## src/rtl/keypad_pkg.sv

```systemverilog
// Shared keypad definitions: special key codes, scanner states and the matrix keymap.
package keypad_pkg;

  localparam logic [3:0] KEY_CLR   = 4'hD;
  localparam logic [3:0] KEY_BKSP  = 4'hE;
  localparam logic [3:0] KEY_ENTER = 4'hF;

  typedef enum logic [2:0] {
    ST_IDLE,
    ST_SCAN0,
    ST_SCAN1,
    ST_SCAN2,
    ST_SCAN3,
    ST_PRESSED,
    ST_WAIT_REL
  } scan_state_t;

  // Lowest active (low) row index wins when several rows are pulled down.
  function automatic logic [3:0] keymap(input logic [1:0] c, input logic [3:0] row);
    logic [1:0] r;
    if (!row[0])      r = 2'd0;
    else if (!row[1]) r = 2'd1;
    else if (!row[2]) r = 2'd2;
    else              r = 2'd3;
    case ({c, r})
      4'h0:    return 4'h1;
      4'h1:    return 4'h4;
      4'h2:    return 4'h7;
      4'h3:    return KEY_BKSP;
      4'h4:    return 4'h2;
      4'h5:    return 4'h5;
      4'h6:    return 4'h8;
      4'h7:    return 4'h0;
      4'h8:    return 4'h3;
      4'h9:    return 4'h6;
      4'hA:    return 4'h9;
      4'hB:    return KEY_ENTER;
      4'hC:    return 4'hA;
      4'hD:    return 4'hB;
      4'hE:    return 4'hC;
      default: return KEY_CLR;
    endcase
  endfunction

endpackage

```

## src/rtl/keypad_entry_buffer_scanner.sv

```systemverilog
// Keypad matrix scanner: tick divider, column scan FSM and press/release debounce.
// state       | meaning
// ST_IDLE     | all columns driven, waiting for any row low
// ST_SCAN0..3 | one column driven low, looking for the pressed column
// ST_PRESSED  | confirming the latched key over DEBOUNCE ticks
// ST_WAIT_REL | event sent, waiting for DEBOUNCE released ticks
module keypad_scanner
  import keypad_pkg::*;
#(
  parameter int SCAN_DIV_W = 20,
  parameter int DEBOUNCE   = 2
) (
  input  logic       clk,
  input  logic       rst,
  input  logic       en,
  input  logic [3:0] row,
  output logic [3:0] col,
  output logic       key_valid,
  output logic [3:0] key_code
);

  localparam logic [2:0] DEB_LAST = 3'(DEBOUNCE - 1);

  logic [SCAN_DIV_W-1:0] div;
  logic                  tick;
  scan_state_t           state;
  scan_state_t           scan_next;
  logic [1:0]            scan_idx;
  logic [1:0]            lat_col;
  logic [3:0]            lat_row;
  logic [2:0]            deb;

  assign tick = &div;

  always_comb begin
    scan_next = ST_IDLE;
    scan_idx  = 2'd0;
    case (state)
      ST_SCAN0: begin scan_next = ST_SCAN1; scan_idx = 2'd0; end
      ST_SCAN1: begin scan_next = ST_SCAN2; scan_idx = 2'd1; end
      ST_SCAN2: begin scan_next = ST_SCAN3; scan_idx = 2'd2; end
      ST_SCAN3: begin scan_next = ST_IDLE;  scan_idx = 2'd3; end
      default:  ;
    endcase
  end

  always_ff @(posedge clk or posedge rst) begin
    if (rst) begin
      div       <= '0;
      state     <= ST_IDLE;
      col       <= 4'h0;
      lat_col   <= 2'd0;
      lat_row   <= 4'hF;
      deb       <= 3'd0;
      key_valid <= 1'b0;
      key_code  <= 4'h0;
    end else begin
      div       <= div + SCAN_DIV_W'(1);
      key_valid <= 1'b0;
      if (tick) begin
        case (state)
          ST_IDLE: begin
            if (row != 4'hF) begin
              state <= ST_SCAN0;
              col   <= 4'b1110;
            end
          end
          ST_SCAN0, ST_SCAN1, ST_SCAN2, ST_SCAN3: begin
            if (row != 4'hF) begin
              // col keeps driving the hit column through PRESSED/WAIT_REL
              state   <= ST_PRESSED;
              lat_col <= scan_idx;
              lat_row <= row;
              deb     <= 3'd0;
            end else begin
              state <= scan_next;
              col   <= (state == ST_SCAN3) ? 4'h0 : {col[2:0], 1'b1};
            end
          end
          ST_PRESSED: begin
            if (row == lat_row) begin
              if (deb == DEB_LAST) begin
                state <= ST_WAIT_REL;
                deb   <= 3'd0;
                if (en) begin
                  key_valid <= 1'b1;
                  key_code  <= keymap(lat_col, lat_row);
                end
              end else begin
                deb <= deb + 3'd1;
              end
            end else begin
              state <= ST_IDLE;
              col   <= 4'h0;
            end
          end
          ST_WAIT_REL: begin
            if (row == 4'hF) begin
              if (deb == DEB_LAST) begin
                state <= ST_IDLE;
                col   <= 4'h0;
              end else begin
                deb <= deb + 3'd1;
              end
            end else begin
              deb <= 3'd0;
            end
          end
          default: begin
            state <= ST_IDLE;
            col   <= 4'h0;
          end
        endcase
      end
    end
  end

endmodule

```

## src/rtl/keypad_entry_buffer.sv

```systemverilog
// Keypad front end: scanner plus a DEPTH-digit entry buffer with backspace, clear
// and a valid/ready commit port that freezes the buffer until the entry is taken.
module keypad_entry_buffer
  import keypad_pkg::*;
#(
  parameter int DEPTH      = 8,
  parameter int SCAN_DIV_W = 20,
  parameter int DEBOUNCE   = 2,
  localparam int CW        = $clog2(DEPTH + 1)
) (
  input  logic               clk,
  input  logic               rst,
  input  logic               en,
  input  logic [3:0]         row,
  output logic [3:0]         col,
  output logic               key_valid,
  output logic [3:0]         key_code,
  output logic [4*DEPTH-1:0] digits,
  output logic [CW-1:0]      count,
  output logic               full,
  output logic               overflow,
  output logic               commit_valid,
  input  logic               commit_ready,
  output logic [4*DEPTH-1:0] commit_data,
  output logic [CW-1:0]      commit_len
);

  localparam logic [CW-1:0] DEPTH_C = CW'(DEPTH);

  logic [3:0] mem [DEPTH];

  keypad_scanner #(
    .SCAN_DIV_W(SCAN_DIV_W),
    .DEBOUNCE  (DEBOUNCE)
  ) u_scanner (
    .clk      (clk),
    .rst      (rst),
    .en       (en),
    .row      (row),
    .col      (col),
    .key_valid(key_valid),
    .key_code (key_code)
  );

  always_comb begin
    digits = '0;
    for (int i = 0; i < DEPTH; i++) digits[4*i +: 4] = mem[i];
  end

  assign full = (count == DEPTH_C);

  always_ff @(posedge clk or posedge rst) begin
    if (rst) begin
      for (int i = 0; i < DEPTH; i++) mem[i] <= 4'h0;
      count        <= '0;
      overflow     <= 1'b0;
      commit_valid <= 1'b0;
      commit_data  <= '0;
      commit_len   <= '0;
    end else begin
      overflow <= 1'b0;
      // A key event landing while an entry is pending is dropped, including the handshake cycle.
      if (commit_valid) begin
        if (commit_ready) begin
          commit_valid <= 1'b0;
          count        <= '0;
          for (int i = 0; i < DEPTH; i++) mem[i] <= 4'h0;
        end
      end else if (key_valid) begin
        if (key_code <= 4'd9) begin
          if (count < DEPTH_C) begin
            for (int i = 0; i < DEPTH; i++)
              if (CW'(i) == count) mem[i] <= key_code;
            count <= count + CW'(1);
          end else begin
            overflow <= 1'b1;
          end
        end else begin
          case (key_code)
            KEY_BKSP: begin
              if (count != '0) begin
                for (int i = 0; i < DEPTH; i++)
                  if (CW'(i) == count - CW'(1)) mem[i] <= 4'h0;
                count <= count - CW'(1);
              end
            end
            KEY_CLR: begin
              count <= '0;
              for (int i = 0; i < DEPTH; i++) mem[i] <= 4'h0;
            end
            KEY_ENTER: begin
              if (count != '0) begin
                commit_valid <= 1'b1;
                commit_data  <= digits;
                commit_len   <= count;
              end
            end
            default: ;
          endcase
        end
      end
    end
  end

endmodule

```

## config.mk

```make
export PLATFORM = sky130hd
export DESIGN_NAME = keypad_entry_buffer
export DESIGN_NICKNAME = d
export VERILOG_FILES = /design/src/rtl/keypad_pkg.sv /design/src/rtl/keypad_entry_buffer_scanner.sv /design/src/rtl/keypad_entry_buffer.sv
export SDC_FILE = /design/constraint.sdc
export NUM_CORES = 1
export LEC_CHECK = 0
export ABC_AREA = 0
export CELL_PAD_IN_SITES_DETAIL_PLACEMENT = 1
export CELL_PAD_IN_SITES_GLOBAL_PLACEMENT = 2
export CORE_AREA = 2 2 129 118
export CTS_BUF_LIST = sky130_fd_sc_hd__clkbuf_8
export DETAILED_ROUTE_END_ITERATION = 6
export DIE_AREA = 0 0 131 120
export DONT_BUFFER_PORTS = 1
export PLACE_DENSITY_LB_ADDON = 0.08
export SLEW_MARGIN = 20
export SYNTH_ARGS = -nofsm -noshare
export SYNTH_HDL_FRONTEND = slang
export SYNTH_HIERARCHICAL = 1
export SYNTH_SLANG_ARGS = --single-unit
```

## constraint.sdc

```tcl
create_clock -name clk -period 2.4 [get_ports clk]
set_clock_uncertainty 0.1 [all_clocks]
set_input_delay 0.48 -clock clk [delete_from_list [all_inputs] [get_ports clk]]
set_output_delay 0.48 -clock clk [all_outputs]
set_load 0.01 [all_outputs]
```

Word level (Yosys, flattened, before mapping)
Memory sizes are Yosys's and may differ from the RTL's. A register that Yosys moved wholly into a read port is not among the register bits.
Index checks and enable logic that the tools add are counted.

storage, ports and cells
  memory bits (read-only) = 64
  bits in registers = 111
  bits of input ports = 8
  logic and storage cells = 184
  output and inout port bits = 84
  memories kept = 1

memory list
  name              depth  width  read ports  clocked after memory_dff  write ports  line              source
  (name not given)  16     4      1           1                         0            keypad_pkg.sv:25  case ({c, r})

operators by class
  add/sub/neg operators = 4
  reduce and logical (&&, ||, !) cells = 24
  multiplexer cells = 75
  order comparisons = 2
  bitwise operators = 2
  equal/unequal tests = 56

operators by type and width
  kind                                                             count
  32-bit two-way mux                                               6
  4-bit two-way mux                                                28
  24-bit AND reduction                                             3
  32-bit one-hot mux with 2 select lines                           1
  7-bit AND reduction                                              8
  4-bit != test, second input constant                             10
  3-bit two-way mux                                                11
  3-bit by 4-bit == test with 1-bit output, first input constant   8
  3-bit by 2-bit != test with 1-bit output, second input constant  9
  25-bit AND reduction                                             1
  22-bit AND reduction                                             1
  20-bit by 1-bit adder with 20-bit output, second input constant  1
  4-bit == test, second input constant                             5
  20-bit AND reduction                                             1
  3-bit one-hot mux with 3 select lines                            2
  2-bit by 4-bit == test with 1-bit output, first input constant   4
  1-bit two-way mux                                                16
  4-bit one-hot mux with 4 select lines                            1
  2-bit two-way mux                                                7
  2-bit by 1-bit != test with 1-bit output, second input constant  6
  3-bit one-hot mux with 4 select lines                            1
  5-bit AND reduction                                              2
  3-bit == test, second input constant                             3
  1-bit by 4-bit == test with 1-bit output, first input constant   2
  19 further kinds                                                 26

Logic depth before layout (Yosys ltp)
Gate-level depths: netlist of run 1.

  depth in word-level cells = 8
  gate-level depth with buffers = 8
  gate-level depth less buffers = 7

Cells and area by module
Netlist of run 1, hierarchy kept.

modules (own cells, without submodules)
  module               area each (µm²)  sequential area each (µm²)  cells each  times used
  keypad_entry_buffer  3318.2           1851.8                      250         1
  keypad_scanner       2194.6           1031.0                      212         1

Least setup slack after synthesis of run 1
Ideal clock, no wire load.

  kind = register to register
  from = register count[0]
  to = register mem (netlist bit digits[16])
  stages on the path, launching flop included = 9
  buffers on the path = 2
  path slack = -0.055 ns
  data required time = 2.175 ns
  arrival time = 2.230 ns
  period minus slack after synthesis = 2.455 ns
  library setup time = 0.125 ns
  path through = dfrtp_1 -> clkbuf_1 -> inv_1 -> ha_1 -> a211oi_2 -> o221ai_2 -> buf_6 -> a211o_4 -> mux2_4

on the way
  longest elaborated chain between the ends = 4
  elaborated cells between the ends (all ways) = 10
  classes of those cells = add/sub (1); order compare (1); eq/ne (6); reduce/logical (2)

ends and longest elaborated chain
  what                                         line                       source
  from (decl)                                  keypad_entry_buffer.sv:19  output logic [CW-1:0] count,
  from (signal assigned)                       keypad_entry_buffer.sv:74  count <= count + CW'(1);
  from (signal assigned)                       keypad_entry_buffer.sv:84  count <= count - CW'(1);
  4-bit by 1-bit subtractor with 4-bit output  keypad_entry_buffer.sv:83  if (CW'(i) == count - CW'(1)) mem[i] <= 4'h0;
  3-bit by 4-bit == test with 1-bit output     keypad_entry_buffer.sv:83
  4-bit != test (no line)                      --
  7-bit AND reduction (no line) *              --
  to (signal, indexed assignment)              keypad_entry_buffer.sv:73  if (CW'(i) == count) mem[i] <= key_code;
  to (decl)                                    keypad_entry_buffer.sv:30  logic [3:0] mem [DEPTH];

Mark *: on every way between the ends. The rest lies on a longest branch, timed or not.
A chain may end at the register's enable or synchronous reset.

Worst setup path after layout of run 1
  from = register count[2]
  to = register mem (netlist bit digits[28])

The elaborated chain is that of the path after synthesis.

==> impl_results.md, run 1 <==
- Status: finished clean
- Min cycle time layout: 2.27 ns
- FF+latch area: 2880 sq um
- Fin crit share: between 90% and 100%
- Die W: 131 microns
- Clk_lat worst skew: between 0.4 and 0.5 ns
- Final hold vios: 0
- Worst path max stage delay: approximately 0.53 ns
- Num rows: 42
- Routed vias/inst: about 5.2
- Req. time, crit path: 2.63 ns
- Synth warn: 6
- H-Tree Depth: 4
- CP endpoint: digits[28]$_DFFE_PP0P_
- Relative slew slack: a little under three fifths
- Final HPWL DP: just over 9000 microns
- Core area: ~14,000 sq um
- Commonest non-fill, non-tap cells in the layout: dfrtp_1, mux2_2, nand2_1, buf_4
- Setup slack, reg-to-reg: about 0.13 ns
- Die area: ~16,000 sq um
- CP max FO: 8
- Wirelength per Cell: roughly 18 microns
- Crit start category: register
- CP bufs+invs: 0
- Maximum vdd ir drop: a little over 300 uV
- Sequential-to-total area share from yosys stat: 52.3%
- Area taken by multi-input logic gates: around 2500 sq um
- Slew Viols, Final: 0
- Async S/R FF share, synth: 100%
- Chip height: 120 microns
- R2R depth: 5
- Primary FF master, synth: dfrtp_1
- Vias in the first global route: around 4,000
- Worst-Margin Slew: around 0.64 ns
- IO Pins: 92
- Commonest non-fill, non-tap cell in the layout: dfrtp_1
- FILL cells: roughly 1,600
- Share of cells above drive strength 1: about a third
- Initial antenna violation count: 0
- Port Buf Inserts: 0
- Critical Path, Cell by Cell: nor2_1 > a211oi_2 > o221ai_2 > a221o_1 > mux2_2
- Number of buffers created by CTS: 17
- Pin count of the biggest net entering global routing: 42
- Crit path max-delay cell type: o221ai_2
- Leakage: 2.98 nW
- Total track usage: 17.6%
- Max-cap viol count: 0
- FF-to-FF End: digits[28]$_DFFE_PP0P_
- DRT antenna net count: 0
- Crit-path leading delay family: compound AO/OA/AOI/OAI gates
- CP Launch Point: count[2]$_DFFE_PP0P_
- Drt pass-1 iters: 4
- EDFF count, synth: 0
- Residual DRC count: 0
- Root buf cell: clkbuf_8
- Class of the worst hold path: in2reg
- Seq cells post-synth: 115
- Worst hold margin: slightly below 0.09 ns
- First-pass GRT wire length: approximately 21,000 microns
- Cell area after synthesis: roughly 5500 sq um
- Final WL: 12,900 microns
- Post-synth net total: ~480
- Total grt overflow: 0
- Synthesized area per cell: roughly 12 sq um
- Crit Path Class: reg2reg
- Reg2reg start: count[2]$_DFFE_PP0P_
- N_diodes: 0
- Cells after Synth: ~460
- Power Total: ~3.9 mW
- Max Clk Rate: roughly 440 MHz
- Pwr dens: roughly 600 nW/um^2
- Critical Path End Type: register
- Postcts setup bufs: 0
- CTS max path bufs: 2
- Initial drt markers: approximately 170
- CP Depth: 5
- Clock Pin Slew Worst Setup and Hold Paths: ~0.090 ns
- Nets: a little over 500
- Netlist cell types: 65
- Vias: 3,679
- # setup viols final: 0
- CTS tree: built
- Area growth syn-to-layout: 15.0%
- Clk sinks: 115
- Hold Startpoint: row[2]
- RD Place Congestion: 0.788
- Initial Util: approximately two fifths
- Critical path arrival: about 2.5 ns
==> layer usage <==
layer / track usage (%) / vias up / part of all wire (%)
li1: - / 1711 / -
met1: 21.2 / 1896 / 43
met2: 30.1 / 63 / 52
met3: 5.17 / 9 / 4.5
met4: 5.39 / 0 / 0.98
met5: 0 / - / 0
==> sequential cells by signal, indices dropped and copies added, names as in the netlist, 2 cells and up <==
| name | count |
|---|---|
| commit_data | 32 |
| commit_len | 4 |
| count | 4 |
| digits | 32 |
| u_scanner/col | 4 |
| u_scanner/deb | 3 |
| u_scanner/div | 20 |
| u_scanner/key_code | 4 |
| u_scanner/lat_col | 2 |
| u_scanner/lat_row | 4 |
| u_scanner/state | 3 |
==> kinds of logic (layout without fill, tap and decap cells) <==
family / after synthesis / after routing / share of synthesized area (%)
flops: 115 / 115 / 52.3
simple gates: 114 / 114 / 11.3
mux: 79 / 79 / 16.3
compound gates: 78 / 78 / 10.8
buf+inv: 44 / 88 / 3.52
xor+xnor: 24 / 24 / 3.95
fa+ha+maj: 8 / 8 / 1.82
==> timing repair <==
item                                    CTS  global route
gates resized for setup                   0             3
hold buffers                              2             0
endpoints found under the setup margin    0            12
endpoints found under the hold margin    59             0
==> how the worst min path moves through the flow <==
stage	endpoint	slack [ns]	depth (start not counted)
finish	u_scanner/lat_row[2]$_DFFE_PP1P_	0.09	1
global route	u_scanner/lat_row[2]$_DFFE_PP1P_	0.06	1
CTS	u_scanner/lat_row[2]$_DFFE_PP1P_	0.05	1
detailed placement	commit_data[9]$_DFFE_PP0P_	0.32	1
global placement	commit_data[9]$_DFFE_PP0P_	0.31	1
floorplan	u_scanner/div[4]$_DFF_PP0_	0.34	1
==> through the flow <==
stage	utilization, %	cell area [sq um]	std cells	setup TNS, ns	worst slack, ns
2_1_floorplan	-	5520	462	0	0.0292
3_3_place_gp	41.0	5920	670	0	0.198
3_5_place_dp	41.0	5920	670	0	0.126
4_1_cts	43.7	6320	704	0	0.103
5_1_grt	43.9	6340	704	-0.0535	-0.0188
6_report	43.9	6340	704	0	0.129
==> layout make-up <==
| type | count | area share [%] |
|---|---|---|
| clock buffer | 17 | 3.69 |
| clock inverter | 15 | 2.31 |
| inverter | 22 | 1.36 |
| multi-input combinational | 303 | 38.8 |
| sequential | 115 | 45.5 |
| tap | 198 | 3.91 |
| timing repair buffer | 34 | 4.50 |
==> power by group <==
| group | total (mW) | internal, mW | switching, mW |
|---|---|---|---|
| logic | 0.136 | 0.0455 | 0.0900 |
| clock network | 1.74 | 0.843 | 0.896 |
| registers | 1.98 | 1.95 | 0.0261 |
| total | 3.85 | 2.84 | 1.01 |
==> synth_stat cells (8+ instances only) <==
cell	n	area, sq um
ha_1	8	100
mux2_2	70	788
o21ai_0	17	85.1
inv_1	22	82.6
xnor2_1	14	123
dfrtp_1	111	2780
xor2_1	9	78.8
clkbuf_1	12	45.0
nand2_1	30	113
nand3_1	11	55.1
a21oi_1	9	45.0
and3_1	14	87.6
nor2_1	21	78.8
Power figures use the tool's default switching activity.
==> run 2, diff against run 1 <==
--- a/config.mk
+++ b/config.mk
@@ -8,11 +8,11 @@
 export ABC_AREA = 0
 export CELL_PAD_IN_SITES_DETAIL_PLACEMENT = 1
 export CELL_PAD_IN_SITES_GLOBAL_PLACEMENT = 2
-export CORE_AREA = 2 2 129 118
+export CORE_AREA = 2 2 140 128
 export CTS_BUF_LIST = sky130_fd_sc_hd__clkbuf_8
+export CTS_CLUSTER_DIAMETER = 100
 export DETAILED_ROUTE_END_ITERATION = 6
-export DIE_AREA = 0 0 131 120
-export DONT_BUFFER_PORTS = 1
+export DIE_AREA = 0 0 142 130
 export PLACE_DENSITY_LB_ADDON = 0.08
 export SLEW_MARGIN = 20
 export SYNTH_ARGS = -nofsm -noshare
==> run 2 against run 1 <==
Against the previous run: combinational power up 44%; critical path type is now reg2out; largest power group unchanged; final area grew 16%; count of clock-buffer cells in the layout stayed put; critical endpoint is now full; power up 4.9%; critical path depth increased by 1; sequential power hardly changed; hold slack improved by 0.25 ns; cell count increased by 16%; setup slack is essentially flat.
==> impl_results.md, run 2 (synthesized netlist as in run 1, its figures left out) <==
- Num rows: 46 (+9.5%)
- Routed vias/inst: 4.91 (-6.1%)
- Commonest non-fill, non-tap cells in the layout: dfrtp_1, clkdlybuf4s50_1, mux2_2
- Port Buf Inserts: 91 (+91)
- Initial antenna violation count: 0 (unchanged)
- Power Total: 4.04 mW (+4.9%)
- N_diodes: 0 (unchanged)
- First-pass GRT wire length: 23,000 microns (+8.8%)
- Class of the worst hold path: in2async
- Status: finished clean
- Leakage: 3.33 nW (+12%)
- Wirelength per Cell: 16.9 microns (-7.7%)
- H-Tree Depth: 4 (unchanged)
- Relative slew slack: 65.0% (+7.5 points)
- CTS max path bufs: 2 (unchanged)
- Finished Core Util: 42.6% (-1.3 points)
- Worst-Margin Slew: 0.524 ns (-0.112 ns)
- Die area: 18,500 sq um (+17%)
- Min cycle time layout: 2.27 ns (+0.000488 ns)
- Final WL: 13,800 microns (+7.0%)
- Chip height: 130 microns (+8.3%)
- Crit Path Class: reg2out
- Fin crit share: 94.6% (about the same)
- Vias: 4,005 (+8.9%)
- Sw Pwr: 973 uW (-3.9%)
- Slew Viols, Final: 0 (unchanged)
- Initial drt markers: 169 (+1.8%)
- Total grt overflow: 0 (unchanged)
- Core area: 17,200 sq um (+19%)
- # setup viols final: 0 (unchanged)
- Clk sinks: 115 (unchanged)
- Number of buffers created by CTS: 17 (unchanged)
- Commonest non-fill, non-tap cell in the layout: dfrtp_1
- Drt pass-1 iters: 4 (unchanged)
- Req. time, crit path: 1.82 ns (-0.81 ns)
- Share of cells above drive strength 1: 28.0% (-3.8 points)
- Pin count of the biggest net entering global routing: 42 (unchanged)
- IO Pins: 92 (unchanged)
- Max Clk Rate: 440 MHz (about the same)
- Net Sw Frac: 24.1% (-2.2 points)
- Seq pwr share: 48.7% (-2.7 points)
- Maximum vdd ir drop: 332 uV (+9.0%)
- Die W: 142 microns (+8.4%)
- Final HPWL DP: 10,300 microns (+12%)
- Clk_lat worst skew: 0.43 ns (about the same)
- Residual DRC count: 0 (unchanged)
- CTS tree: built
- DRT antenna net count: 0 (unchanged)
- Final hold vios: 0 (unchanged)
- Critical path arrival: 1.69 ns (-0.81 ns)
- Max-cap viol count: 0 (unchanged)
- Clock share of power: 46.5% (+1.4 points)
- CP max FO: 4 (-4)
- Vias in the first global route: 4,291 (+7.4%)
- Critical Path End Type: output port
- Unrepaired setup endpoints after global routing: false
- Crit start category: register
- Clock Pin Slew Worst Setup and Hold Paths: 0.08 ns (about the same)
- Root buf cell: clkbuf_8
- Power Internal: 3.07 mW (+8.1%)
- RD Place Congestion: 0.766 (-2.8%)
- Area growth syn-to-layout: 33.0%
- Comb pwr share: 4.9% (+1.4 points)
- Initial Util: 32.0% (-6.1 points)
- Total track usage: 16.1% (-1.5 points)
- Pwr dens: 552 nW/um^2 (-9.2%)
- Nets: 603 (+18%)
run 2: layer usage:
| layer | GRT usage (%) | wire (microns) | vias to the layer above |
|---|---|---|---|
| met5 | 0 | 0 | - |
| li1 | - | - | 1909 |
| met1 | 20.0 | 6250 | 2032 |
| met4 | 3.82 | 73 | 0 |
| met2 | 28.0 | 6970 | 60 |
| met3 | 4.48 | 457 | 4 |
run 2: path summary, 6_finish.rpt:
kind	startpoint	endpoint	slack, ns	cells after the start
min in group clk	u_scanner/div[17]$_DFF_PP0_	u_scanner/div[17]$_DFF_PP0_	0.37	1
min reg2reg	u_scanner/div[17]$_DFF_PP0_	u_scanner/div[17]$_DFF_PP0_	0.37	1
max in group asynchronous	rst	commit_data[0]$_DFFE_PP0P_	1.33	3
max reg2reg	u_scanner/key_code[3]$_DFFE_PP0P_	digits[0]$_DFFE_PP0P_	0.16	6
max	count[0]$_DFFE_PP0P_	full	0.13	6
min	rst	commit_data[29]$_DFFE_PP0P_	0.34	2
run 2: power by group through the flow:
stage,clock network [mW],registers [mW],logic (mW)
2_1_floorplan,0,2.01,0.0919
3_3_place_gp,0,2.00,0.198
3_5_place_dp,0,2.01,0.201
4_1_cts,1.96,1.97,0.203
5_1_grt,2.06,1.97,0.222
6_report,1.88,1.97,0.196
run 2: through the flow:
step	worst slack (ns)	hold slack [ns]	cell area (sq um)	instances	setup TNS, ns
after global placement	-0.214	0.351	6900	784	-1.10
after CTS	0.0455	0.333	7320	816	0
after global routing	0.00191	0.362	7330	816	0
after detailed placement	-0.251	0.364	6900	784	-1.48
after floorplan	0.0292	0.338	5520	462	0
final	0.129	0.342	7330	816	0
run 2: timing repair:
action | in CTS | in global routing
setup endpoints to repair | 1 | 24
hold buffers | 0 | 0
setup buffers | 0 | 0
resized for setup | 3 | 1
run 2: worst max-delay path: stages, from the launching register on:
cell and delay, ns:
dfrtp_1 0.38, inv_1 0.12, ha_2 0.22, buf_4 0.15, nand2_1 0.05, nor2_1 0.07
dlygate4sd2_1 0.27
run 2: final cells by class:
class	instances	area, sq um
fillers	1871	9880
flip-flops and latches	115	2880
multi-input cells	303	2450
repair buffers	128	1220
well taps	216	270
clock buffers	17	234
clock inverters	15	184
inverters	22	86.3
==> run 3, diff against run 2 <==
--- a/config.mk
+++ b/config.mk
@@ -5,14 +5,14 @@
 export SDC_FILE = /design/constraint.sdc
 export NUM_CORES = 1
 export LEC_CHECK = 0
-export ABC_AREA = 0
+export ABC_AREA = 1
 export CELL_PAD_IN_SITES_DETAIL_PLACEMENT = 1
 export CELL_PAD_IN_SITES_GLOBAL_PLACEMENT = 2
-export CORE_AREA = 2 2 140 128
+export CORE_AREA = 2 2 151 138
 export CTS_BUF_LIST = sky130_fd_sc_hd__clkbuf_8
 export CTS_CLUSTER_DIAMETER = 100
 export DETAILED_ROUTE_END_ITERATION = 6
-export DIE_AREA = 0 0 142 130
+export DIE_AREA = 0 0 153 140
 export PLACE_DENSITY_LB_ADDON = 0.08
 export SLEW_MARGIN = 20
 export SYNTH_ARGS = -nofsm -noshare
==> run 3 against run 2 <==
Against the previous run: die area up 16%; synthesized cell count up 47%; register-to-register slack better by 0.21 ns.
==> impl_results.md, run 3 <==
- Status: finished clean
- Unrepaired setup endpoints after global routing: false
- Area contributors post-synth: dfrtp_1, nand2_1, inv_1
- Port Buf Inserts: 91 (unchanged)
- Primary FF master, synth: dfrtp_1
- Crit Path Class: reg2out
- IO Pins: 92 (unchanged)
- CP Launch Point: count[2]$_DFFE_PP0P_
- Synth warn: 6 (unchanged)
- Worst path max stage delay: 0.65 ns (+0.27 ns)
- Sequential-to-total area share from yosys stat: 49.1% (-3.2 points)
- Final WL: 15,100 microns (+9.7%)
- Share of the synthesized area in the top cell type: 47.3% (-3.1 points)
- Class of the worst hold path: in2async
- Nets: 801 (+33%)
- Critical Path, Cell by Cell: clkdlybuf4s50_1
- Num rows: 49 (+6.5%)
- First-pass GRT wire length: 25,300 microns (+10%)
- Synthesized area per cell: 8.66 sq um (-27%)
- Critical path arrival: 1.66 ns (-0.03 ns)
- H-Tree Depth: 4 (unchanged)
- Post-CTS Resized: 2 (-1)
- Leakage: 3.56 nW (+6.9%)
- Area growth syn-to-layout: 28.7%
- Worst hold margin: 0.352 ns (+0.00990 ns)
- Routed vias/inst: 4.46 (-9.2%)
- Cell area after synthesis: 5870 sq um (+6.4%)
- Hold_buf cts: 0 (unchanged)
- Comb pwr share: 8.9% (+4.0 points)
- Sw Pwr: 1.14 mW (+17%)
- Critical Path End Type: output port
- Chip height: 140 microns (+7.7%)
- Cell taking the most area after synthesis: dfrtp_1
- R2R depth: 9 (+3)
- Power Internal: 3.18 mW (+3.4%)
- Vias: 4,694 (+17%)
- Commonest non-fill, non-tap cell in the layout: nand2_1
- Die area: 21,400 sq um (+16%)
- FF-to-FF End: digits[25]$_DFFE_PP0P_
- Final hold vios: 0 (unchanged)
- Initial antenna violation count: 0 (unchanged)
- # setup viols final: 0 (unchanged)
- Min cycle time layout: 2.24 ns (-0.0276 ns)
- Root buf cell: clkbuf_8
- Seq cells post-synth: 115 (unchanged)
- Seq pwr share: 46.3% (-2.4 points)
- Vias in the first global route: 4,936 (+15%)
- Netlist cell types: 39 (-40%)
- Final HPWL DP: 11,400 microns (+11%)
- Total grt overflow: 0 (unchanged)
- Max-cap viol count: 0 (unchanged)
- Relative slew slack: 63.5% (-1.5 points)
- Crit path max-delay cell type: clkdlybuf4s50_1
- EDFF count, synth: 0 (unchanged)
- Count leader, synth: nand2_1
- Maximum vdd ir drop: 315 uV (-4.9%)
- Slew Viols, Final: 0 (unchanged)
- Commonest non-fill, non-tap cells in the layout: nand2_1, dfrtp_1, clkdlybuf4s50_1
- Initial Util: 29.6% (-2.4 points)
- Reg2reg start: count[1]$_DFFE_PP0P_
- CP max FO: 8 (+4)
- Clk sinks: 115 (unchanged)
- Async S/R FF share, synth: 100% (unchanged)
- Drt pass-1 iters: 4 (unchanged)
- DRT antenna net count: 0 (unchanged)
- Fin crit share: 93.5% (-1.2 points)
- Setup_tns: 0 ns (unchanged)
- Clock share of power: 44.9% (-1.6 points)
- Cells after Synth: 678 (+47%)
- Number of buffers created by CTS: 17 (unchanged)
- Initial drt markers: 137 (-19%)
- Pin count of the biggest net entering global routing: 44 (+4.8%)
- Pwr dens: 572 nW/um^2 (+3.7%)
- CP bufs+invs: 1 (-2)
- CTS max path bufs: 2 (unchanged)
- RD Place Congestion: 0.783 (+2.2%)
- Worst-Margin Slew: 0.548 ns (+0.0232 ns)
- Crit start category: register
- Crit-path leading delay family: buffers and inverters
- Share of cells above drive strength 1: 15.3% (-13 points)
- Postcts setup bufs: 0 (unchanged)
- CTS tree: built
- Net Sw Frac: 26.4% (+2.4 points)
- Clk_lat worst skew: 0.43 ns (about the same)
- CP endpoint: count[2]
- Req. time, crit path: 1.82 ns (about the same)
- Setup slack, reg-to-reg: 0.37 ns (+0.21 ns)
- Wirelength per Cell: 14.3 microns (-15%)
- CP Depth: 1 (-5)
- Residual DRC count: 0 (unchanged)
- N_diodes: 0 (unchanged)
- Clock Pin Slew Worst Setup and Hold Paths: 0.08 ns (about the same)
- Max Clk Rate: 446 MHz (+1.2%)
- Core area: 19,800 sq um (+15%)
- Die W: 153 microns (+7.7%)
- Post-synth net total: 694 (+45%)
- Total track usage: 14.7% (-1.4 points)
- Synth cell count leaders: nand2_1, dfrtp_1, inv_1
## run 3: cell count changes in the layout (fill, tap and decap cells not counted), sizes merged, moves of 26 or more
cell / change
nor2: +33
nand2: +187
buf: -26
inv: +64
o21ai: +50
mux2: -74
nand3: +51
## run 3: how the worst min path moves through the flow
stage / to / cells after the start / from / slack [ns]
after CTS: commit_data[19]$_DFFE_PP0P_ / 2 / rst / 0.35
final: commit_data[16]$_DFFE_PP0P_ / 2 / rst / 0.35
after detailed placement: u_scanner/div[0]$_DFF_PP0_ / 1 / u_scanner/div[0]$_DFF_PP0_ / 0.37
after global routing: commit_data[18]$_DFFE_PP0P_ / 2 / rst / 0.39
after floorplan: u_scanner/div[0]$_DFF_PP0_ / 1 / u_scanner/div[0]$_DFF_PP0_ / 0.34
after global placement: u_scanner/div[0]$_DFF_PP0_ / 1 / u_scanner/div[0]$_DFF_PP0_ / 0.36
## run 3: cells by family (layout without fill, tap and decap cells)
kind of cell / Yosys count / count (layout) / synth area share (%)
compound gates: 82 / 82 / 7.65
fa+ha+maj: 8 / 8 / 1.71
xor+xnor: 23 / 23 / 3.56
simple gates: 352 / 352 / 31.0
buf+inv: 98 / 218 / 6.93
flops: 115 / 115 / 49.1
## run 3: worst register-to-register path: cells and delay by family (launching register included)
kind | cells | cell delay [ns]
adders and majority gates | 1 | 0.24
DFF | 1 | 0.43
buffers and inverters | 2 | 0.25
and+or+nand+nor | 5 | 0.59
xor gates and xnor gates | 1 | 0.32
## run 3: layer usage
metal	up-vias	part of all wire (%)	wire [microns]	global-route usage, %
li1	2363	-	-	-
met1	2265	46	6990	18.6
met2	57	50	7480	25.0
met3	9	3.3	502	3.84
met4	0	0.80	120	3.65
met5	-	0	0	0
## run 3: per-stage QoR
step / cell area (sq um) / setup WS, ns / std cells / util (%) / total power, mW
after floorplan: 5870 / 0.582 / 678 / - / 2.25
after global placement: 7130 / 0.228 / 1021 / 36.0 / 2.42
after detailed placement: 7130 / 0.145 / 1021 / 36.0 / 2.43
after CTS: 7550 / 0.105 / 1053 / 38.1 / 4.40
after global routing: 7550 / 0.0409 / 1053 / 38.1 / 4.53
final: 7550 / 0.156 / 1053 / 38.1 / 4.32
## run 3: power groups by stage
stage	clock, mW	combinational, mW	sequential, mW
after floorplan	0	0.217	2.04
after CTS	2.01	0.392	2.00
after global routing	2.10	0.426	2.00
after detailed placement	0	0.390	2.04
final	1.94	0.383	2.00
after global placement	0	0.386	2.04
## run 3: layout make-up
| cell class | instances | area [sq um] |
|---|---|---|
| Clock buffer | 18 | 248 |
| Fill cell | 2328 | 12200 |
| Inverter | 84 | 319 |
| Clock inverter | 14 | 178 |
| Sequential cell | 115 | 2880 |
| Tap cell | 255 | 319 |
| Timing Repair Buffer | 102 | 1020 |
| Multi-Input combinational cell | 465 | 2590 |
